### src/rtl/uart_pkg.sv
// rtl/uart_pkg.sv - shared UART definitions for the transmit and receive paths
// Contents:
//   DATA_BITS    : payload bits per 8N1 frame
//   rx_state_e   : receiver FSM encoding (IDLE, START, DATA, STOP)
//   baud_ticks() : clock cycles per bit, CLOCK_FREQ/BAUD with integer division
package uart_pkg;

  localparam int DATA_BITS = 8;

  typedef enum logic [1:0] {
    RX_IDLE  = 2'd0,
    RX_START = 2'd1,
    RX_DATA  = 2'd2,
    RX_STOP  = 2'd3
  } rx_state_e;

  function automatic int baud_ticks(input int clock_freq, input int baud);
    return clock_freq / baud;
  endfunction

endpackage

### src/rtl/uart_sync.sv
// rtl/uart_sync.sv - two-flop synchronizer for an asynchronous single-bit input
// Ports:
//   clk   in  : sampling clock
//   rst_n in  : asynchronous active-low reset, both flops load RESET_VAL
//   d     in  : asynchronous input
//   q     out : synchronized output, two cycles of latency
module uart_sync #(
  parameter logic RESET_VAL = 1'b1
) (
  input  logic clk,
  input  logic rst_n,
  input  logic d,
  output logic q
);

  logic meta_q;
  logic sync_q;
  logic meta_d;
  logic sync_d;

  always_comb begin
    meta_d = d;
    sync_d = meta_q;
  end

  always_ff @(posedge clk or negedge rst_n) begin
    if (!rst_n) begin
      meta_q <= RESET_VAL;
      sync_q <= RESET_VAL;
    end else begin
      meta_q <= meta_d;
      sync_q <= sync_d;
    end
  end

  assign q = sync_q;

endmodule

### src/rtl/uart_rx.sv
// rtl/uart_rx.sv - 8N1 UART receiver with valid/ready byte output
// Ports:
//   clk       in  : system clock, rising edge
//   rst_n     in  : asynchronous active-low reset
//   rx        in  : serial line, asynchronous to clk, idles high
//   rx_data   out : received byte, stable while rx_valid is high
//   rx_valid  out : byte available, held until accepted
//   rx_ready  in  : consumer accepts on rx_valid && rx_ready
//   frame_err out : one-cycle pulse when the stop bit is sampled low
//   overrun   out : one-cycle pulse when a byte lands on an unaccepted byte
//   busy      out : high while a frame is being received
module uart_rx
  import uart_pkg::*;
#(
  parameter int CLOCK_FREQ = 100000000,
  parameter int BAUD       = 115200
) (
  input  logic       clk,
  input  logic       rst_n,
  input  logic       rx,
  output logic [7:0] rx_data,
  output logic       rx_valid,
  input  logic       rx_ready,
  output logic       frame_err,
  output logic       overrun,
  output logic       busy
);

  localparam int BAUD_TICKS = baud_ticks(CLOCK_FREQ, BAUD);
  localparam int HALF       = BAUD_TICKS / 2;

  localparam logic [15:0] BIT_LAST  = 16'(BAUD_TICKS - 1);
  localparam logic [15:0] HALF_LAST = 16'(HALF - 1);
  localparam logic [2:0]  IDX_LAST  = 3'(DATA_BITS - 1);

  logic rx_s;

  rx_state_e state_q, state_d;

  logic [15:0]          cnt_q, cnt_d;
  logic [2:0]           bit_idx_q, bit_idx_d;
  logic [DATA_BITS-1:0] shift_q, shift_d;
  logic                 rx_p_q, rx_p_d;
  logic [7:0]           rx_data_q, rx_data_d;
  logic                 rx_valid_q, rx_valid_d;
  logic                 frame_err_q, frame_err_d;
  logic                 overrun_q, overrun_d;

  // One-cycle events raised by the FSM in the stop-sample cycle.
  logic byte_done;
  logic stop_bad;

  uart_sync #(
    .RESET_VAL(1'b1)
  ) u_sync (
    .clk  (clk),
    .rst_n(rst_n),
    .d    (rx),
    .q    (rx_s)
  );

  // State register.
  always_ff @(posedge clk or negedge rst_n) begin
    if (!rst_n) begin
      state_q <= RX_IDLE;
    end else begin
      state_q <= state_d;
    end
  end

  // Next-state logic plus bit timing and the data shifter.
  always_comb begin
    state_d   = state_q;
    cnt_d     = cnt_q + 16'd1;
    bit_idx_d = bit_idx_q;
    shift_d   = shift_q;
    rx_p_d    = rx_s;
    byte_done = 1'b0;
    stop_bad  = 1'b0;

    case (state_q)
      RX_IDLE: begin
        cnt_d = '0;
        // Only a true high-to-low transition starts a frame, so a line
        // stuck low (break) cannot retrigger reception.
        if (rx_p_q && !rx_s) begin
          state_d = RX_START;
        end
      end
      RX_START: begin
        if (cnt_q == HALF_LAST) begin
          cnt_d = '0;
          if (!rx_s) begin
            state_d   = RX_DATA;
            bit_idx_d = '0;
          end else begin
            state_d = RX_IDLE;
          end
        end
      end
      RX_DATA: begin
        if (cnt_q == BIT_LAST) begin
          cnt_d            = '0;
          shift_d[bit_idx_q] = rx_s;
          if (bit_idx_q == IDX_LAST) begin
            state_d = RX_STOP;
          end else begin
            bit_idx_d = bit_idx_q + 3'd1;
          end
        end
      end
      RX_STOP: begin
        // Returning to IDLE at mid stop bit leaves half a bit to spot
        // the next start edge of a back-to-back frame.
        if (cnt_q == BIT_LAST) begin
          cnt_d   = '0;
          state_d = RX_IDLE;
          if (rx_s) begin
            byte_done = 1'b1;
          end else begin
            stop_bad = 1'b1;
          end
        end
      end
      default: begin
        state_d = RX_IDLE;
      end
    endcase
  end

  // Output logic: handshake, byte delivery and error pulses.
  always_comb begin
    rx_data_d   = rx_data_q;
    rx_valid_d  = rx_valid_q;
    frame_err_d = 1'b0;
    overrun_d   = 1'b0;

    if (rx_valid_q && rx_ready) begin
      rx_valid_d = 1'b0;
    end

    // A byte landing in the same cycle the old one is accepted is not an
    // overrun; the old byte has been consumed.
    if (byte_done) begin
      rx_data_d  = shift_q;
      rx_valid_d = 1'b1;
      overrun_d  = rx_valid_q && !rx_ready;
    end

    if (stop_bad) begin
      frame_err_d = 1'b1;
    end

    busy = (state_q != RX_IDLE);
  end

  always_ff @(posedge clk or negedge rst_n) begin
    if (!rst_n) begin
      cnt_q       <= '0;
      bit_idx_q   <= '0;
      shift_q     <= '0;
      rx_p_q      <= 1'b1;
      rx_data_q   <= '0;
      rx_valid_q  <= 1'b0;
      frame_err_q <= 1'b0;
      overrun_q   <= 1'b0;
    end else begin
      cnt_q       <= cnt_d;
      bit_idx_q   <= bit_idx_d;
      shift_q     <= shift_d;
      rx_p_q      <= rx_p_d;
      rx_data_q   <= rx_data_d;
      rx_valid_q  <= rx_valid_d;
      frame_err_q <= frame_err_d;
      overrun_q   <= overrun_d;
    end
  end

  assign rx_data   = rx_data_q;
  assign rx_valid  = rx_valid_q;
  assign frame_err = frame_err_q;
  assign overrun   = overrun_q;

endmodule

### config.mk
export PLATFORM = sky130hd
export DESIGN_NAME = uart_rx
export DESIGN_NICKNAME = d
export VERILOG_FILES = /design/src/rtl/uart_pkg.sv /design/src/rtl/uart_sync.sv /design/src/rtl/uart_rx.sv
export SDC_FILE = /design/constraint.sdc
export NUM_CORES = 1
export LEC_CHECK = 0
export BUFFER_PORTS_ARGS = -buffer_cell sky130_fd_sc_hd__buf_2
export CAP_MARGIN = 20
export CORE_AREA = 3 3 64 66
export DETAILED_ROUTE_END_ITERATION = 16
export DIE_AREA = 0 0 67 69
export GPL_ROUTABILITY_DRIVEN = 0
export GPL_TIMING_DRIVEN = 0
export MAX_ROUTING_LAYER = met4
export PLACE_DENSITY = 0.82
export SLEW_MARGIN = 40
export SYNTH_ARGS = -nofsm -noshare
export SYNTH_HDL_FRONTEND = slang
export SYNTH_SLANG_ARGS = --single-unit
export TNS_END_PERCENT = 10
### constraint.sdc
create_clock -name clk -period 2.3 [get_ports clk]
set_input_delay 0.46 -clock clk [delete_from_list [all_inputs] [get_ports clk]]
set_output_delay 0.46 -clock clk [all_outputs]
set_load 0.01 [all_outputs]
==> metrics.yaml <==
layout:
  fill_cells: 308
  synthToLayoutAreaGrowth_pct: 11.84
  drive_gt1_share_pct: 23.90
  nets: 212
  antenna_cells: 0
detailed_routing:
  wl_um: 3771
  vias_per_cell: 5.522
  drt_pass1_iterations: 4
  drtAntennaViolNets: 0
  drt_iter0_drc: 74
  drc_errors: 0
  vias: 1397
  wl_per_cell_um: 14.91
timing:
  finalSetupViolCount: 0
  finalClockSkew_ns: 0.01067
  tightest_slew_ns: 0.5375
  hold_violations: 0
  fin_crit_sh_pct: 93.25
  rsz0062_at_grt: "false"
  fmax_mhz: 466.3
  slew_headroom_pct: 64.16
  setup_tns_ns: 0
  fin_crit_ns: 2.145
  holdWs_ns: 0.1408
  slew_violations: 0
worst_setup_path:
  critPathCaptureType: "register"
  cp_cell_sequence: "inv_1, ha_1, nor4bb_1, nand4_2, a22oi_2, mux2_1"
  critPathRequiredTime_ns: 2.48
  cp_max_fo: 8
  critical-path-slowest-cell: "a22oi_2"
  critPathTopFamily: "simple AND/OR/NAND/NOR gates"
  worstPathArrival_ns: 2.32
  startpoint_type: "register"
  crit_type: "reg -> reg"
  max_stage_delay_ns: 0.42
  worst-path-buf-inv: 1
yosys:
  async_flop_share_pct: 100.0
  seq_area_frac_synth_pct: 52.40
  synth-seq-cells: 43
  syn-cell-area_sq_mm: 0.002061
  syn_nets: 190
  synth_top_area_share_pct: 48.57
  synth_common_cells: "dfrtp_1 (40), nor2_1 (25), mux2_2 (14), xnor2_1 (13), inv_1 (9)"
  netlist_instances: 182
  synthFlopType: "dfrtp_1"
  avgSynthCellArea_sq_um: 11.32
  synth-edff-count: 0
  netlist_top_cells_area: "dfrtp_1 (49%), mux2_2 (7.7%), xnor2_1 (5.5%)"
  synth.most_common_cell: "dfrtp_1"
  ys_warn_count: 0
  synth_cell_types: 38
  yosys.area.top_type: "dfrtp_1"
grt:
  grt_pass1_wl_um: 6451
  grt_max_degree: 44
  grt.total_usage_pct: 18.84
  grt_pass1_vias: 1416
  overflow: 0
  antenna_found_initial: 0
placed_design:
  numPortBuffers: 15
  dp_hpwl_um: 2638
floorplan:
  coreArea_sq_mm: 0.003633
  num_rows: 22
  io_pins: 16
  dieArea_sq_mm: 0.004623
  dieHeight_um: 69
  dieWidth_um: 67
  start_util_pct: 56.71
min_path:
  hold_path_class: "in -> async"
power:
  leakage_nw: 1.094
  power_density_mw_per_mm2: 604.8
  vdd_drop_max_uv: 400.2
clocking:
  htreeDepth: 2
  cts_num_sinks: 43
  hold_buffers: 0
  cts_buffers: 5
  clkSlewWorstSetupHoldPaths_ns: 0.08
  cts_resized: 0
  clockBufferDepth: 2
  post-cts-setup-buffer-count: 0
  tritoncts: "yes"
  root_buffer: "clkbuf_8"
  clkLatencyLatePin_ns: 0.30
outcome:
  status: "finished, final reports clean"
run:
  maxCapViolations: 0
worst register-to-register path: cells and delay by family, from the launching register on:
family | cells | cell delay, ns
DFF | 1 | 0.41
AOI/OAI and AO/OA | 1 | 0.42
muxes | 1 | 0.37
adders and majority gates | 1 | 0.13
and+or+nand+nor | 2 | 0.64
buffers and inverters | 1 | 0.07
metrics by stage:
stage	power (W)	std cells	worst slack [ns]	utilization [%]	cell area (sq um)
finish	0.001394	253	0.1553	63.43	2305
global placement	0.0008426	245	0.2354	60.43	2196
CTS	0.001409	253	0.1372	63.43	2305
global route	0.001449	253	0.03855	63.43	2305
floorplan	0.0008155	182	0.4537	-	2061
detailed placement	0.0008451	245	0.2058	60.50	2198
logic make-up (layout without fill, tap and decap cells):
kind of cell	after synthesis	count (layout)	share of synthesized area [%]
xor+xnor	14	14	5.950
simple gates	78	78	22.47
flops	43	43	52.40
compound gates	8	8	2.672
fa+ha+maj	4	4	2.429
mux	20	20	10.75
buf+inv	15	38	3.339
final timing paths:
check	slack (ns)	end	startpoint	cells past startpoint
setup reg to reg	0.16	state_q[0]	cnt_q[1]	6
hold reg to reg	0.36	u_sync.q	u_sync.meta_q	0
setup / recovery	0.16	state_q[0]	cnt_q[1]	6
hold / removal	0.14	rx_data[2]	rst_n	1
min in group clk	0.26	u_sync.meta_q	rx	1
max in group asynchronous	1.77	u_sync.meta_q	rst_n	1
routing by layer:
| metal | part of all wire, % | vias up | track usage [%] |
|---|---|---|---|
| met4 | 2.0 | 0 | 7.432 |
| met1 | 44 | 677 | 23.04 |
| met5 | 0 | - | - |
| li1 | - | 685 | - |
| met2 | 50 | 26 | 29.15 |
| met3 | 3.8 | 9 | 5.375 |
final cells by class:
cell class | count | area [sq um] | share of cell area [%]
clock buffers | 7 | 76.32 | 3.312
well taps | 48 | 60.06 | 2.606
clock inverters | 1 | 30.03 | 1.303
plain buffers | 6 | 35.03 | 1.520
inverters | 9 | 33.78 | 1.466
multi-input cells | 124 | 912.1 | 39.58
repair buffers | 15 | 77.57 | 3.366
flip-flops and latches | 43 | 1080 | 46.85
registers in the layout, indices dropped and copies added (netlist names), 3 cells and up, named ones only:
register	cells
shift_q	8
rx_data	8
cnt_q	16
bit_idx_q	3
placed cells by master, fill, tap and decap left out, types with 2 or more instances in the layout:
cell type / count
dfrtp_1: 40
nor2_1: 25
buf_2: 15
mux2_2: 14
xnor2_1: 13
inv_1: 9
nand3_1: 8
nor3_1: 8
nor4_1: 7
clkbuf_1: 5
nand4_1: 5
nand2_1: 5
clkbuf_8: 5
o21ai_0: 4
ha_1: 4
mux2i_1: 3
mux2_1: 3
dfstp_2: 3
nor4_4: 2
and3_1: 2
nand4_2: 2
buf_4: 2
nand3b_1: 2
or3_1: 2
and4_1: 2
power breakdown:
part	switching [W]	internal, W	leakage, nW
combinational	0.0000365	0.0000170	0.453
clock	0.000241	0.000325	0.0524
sequential	0.00000894	0.000765	0.589
(Power assumes the default switching activity.)
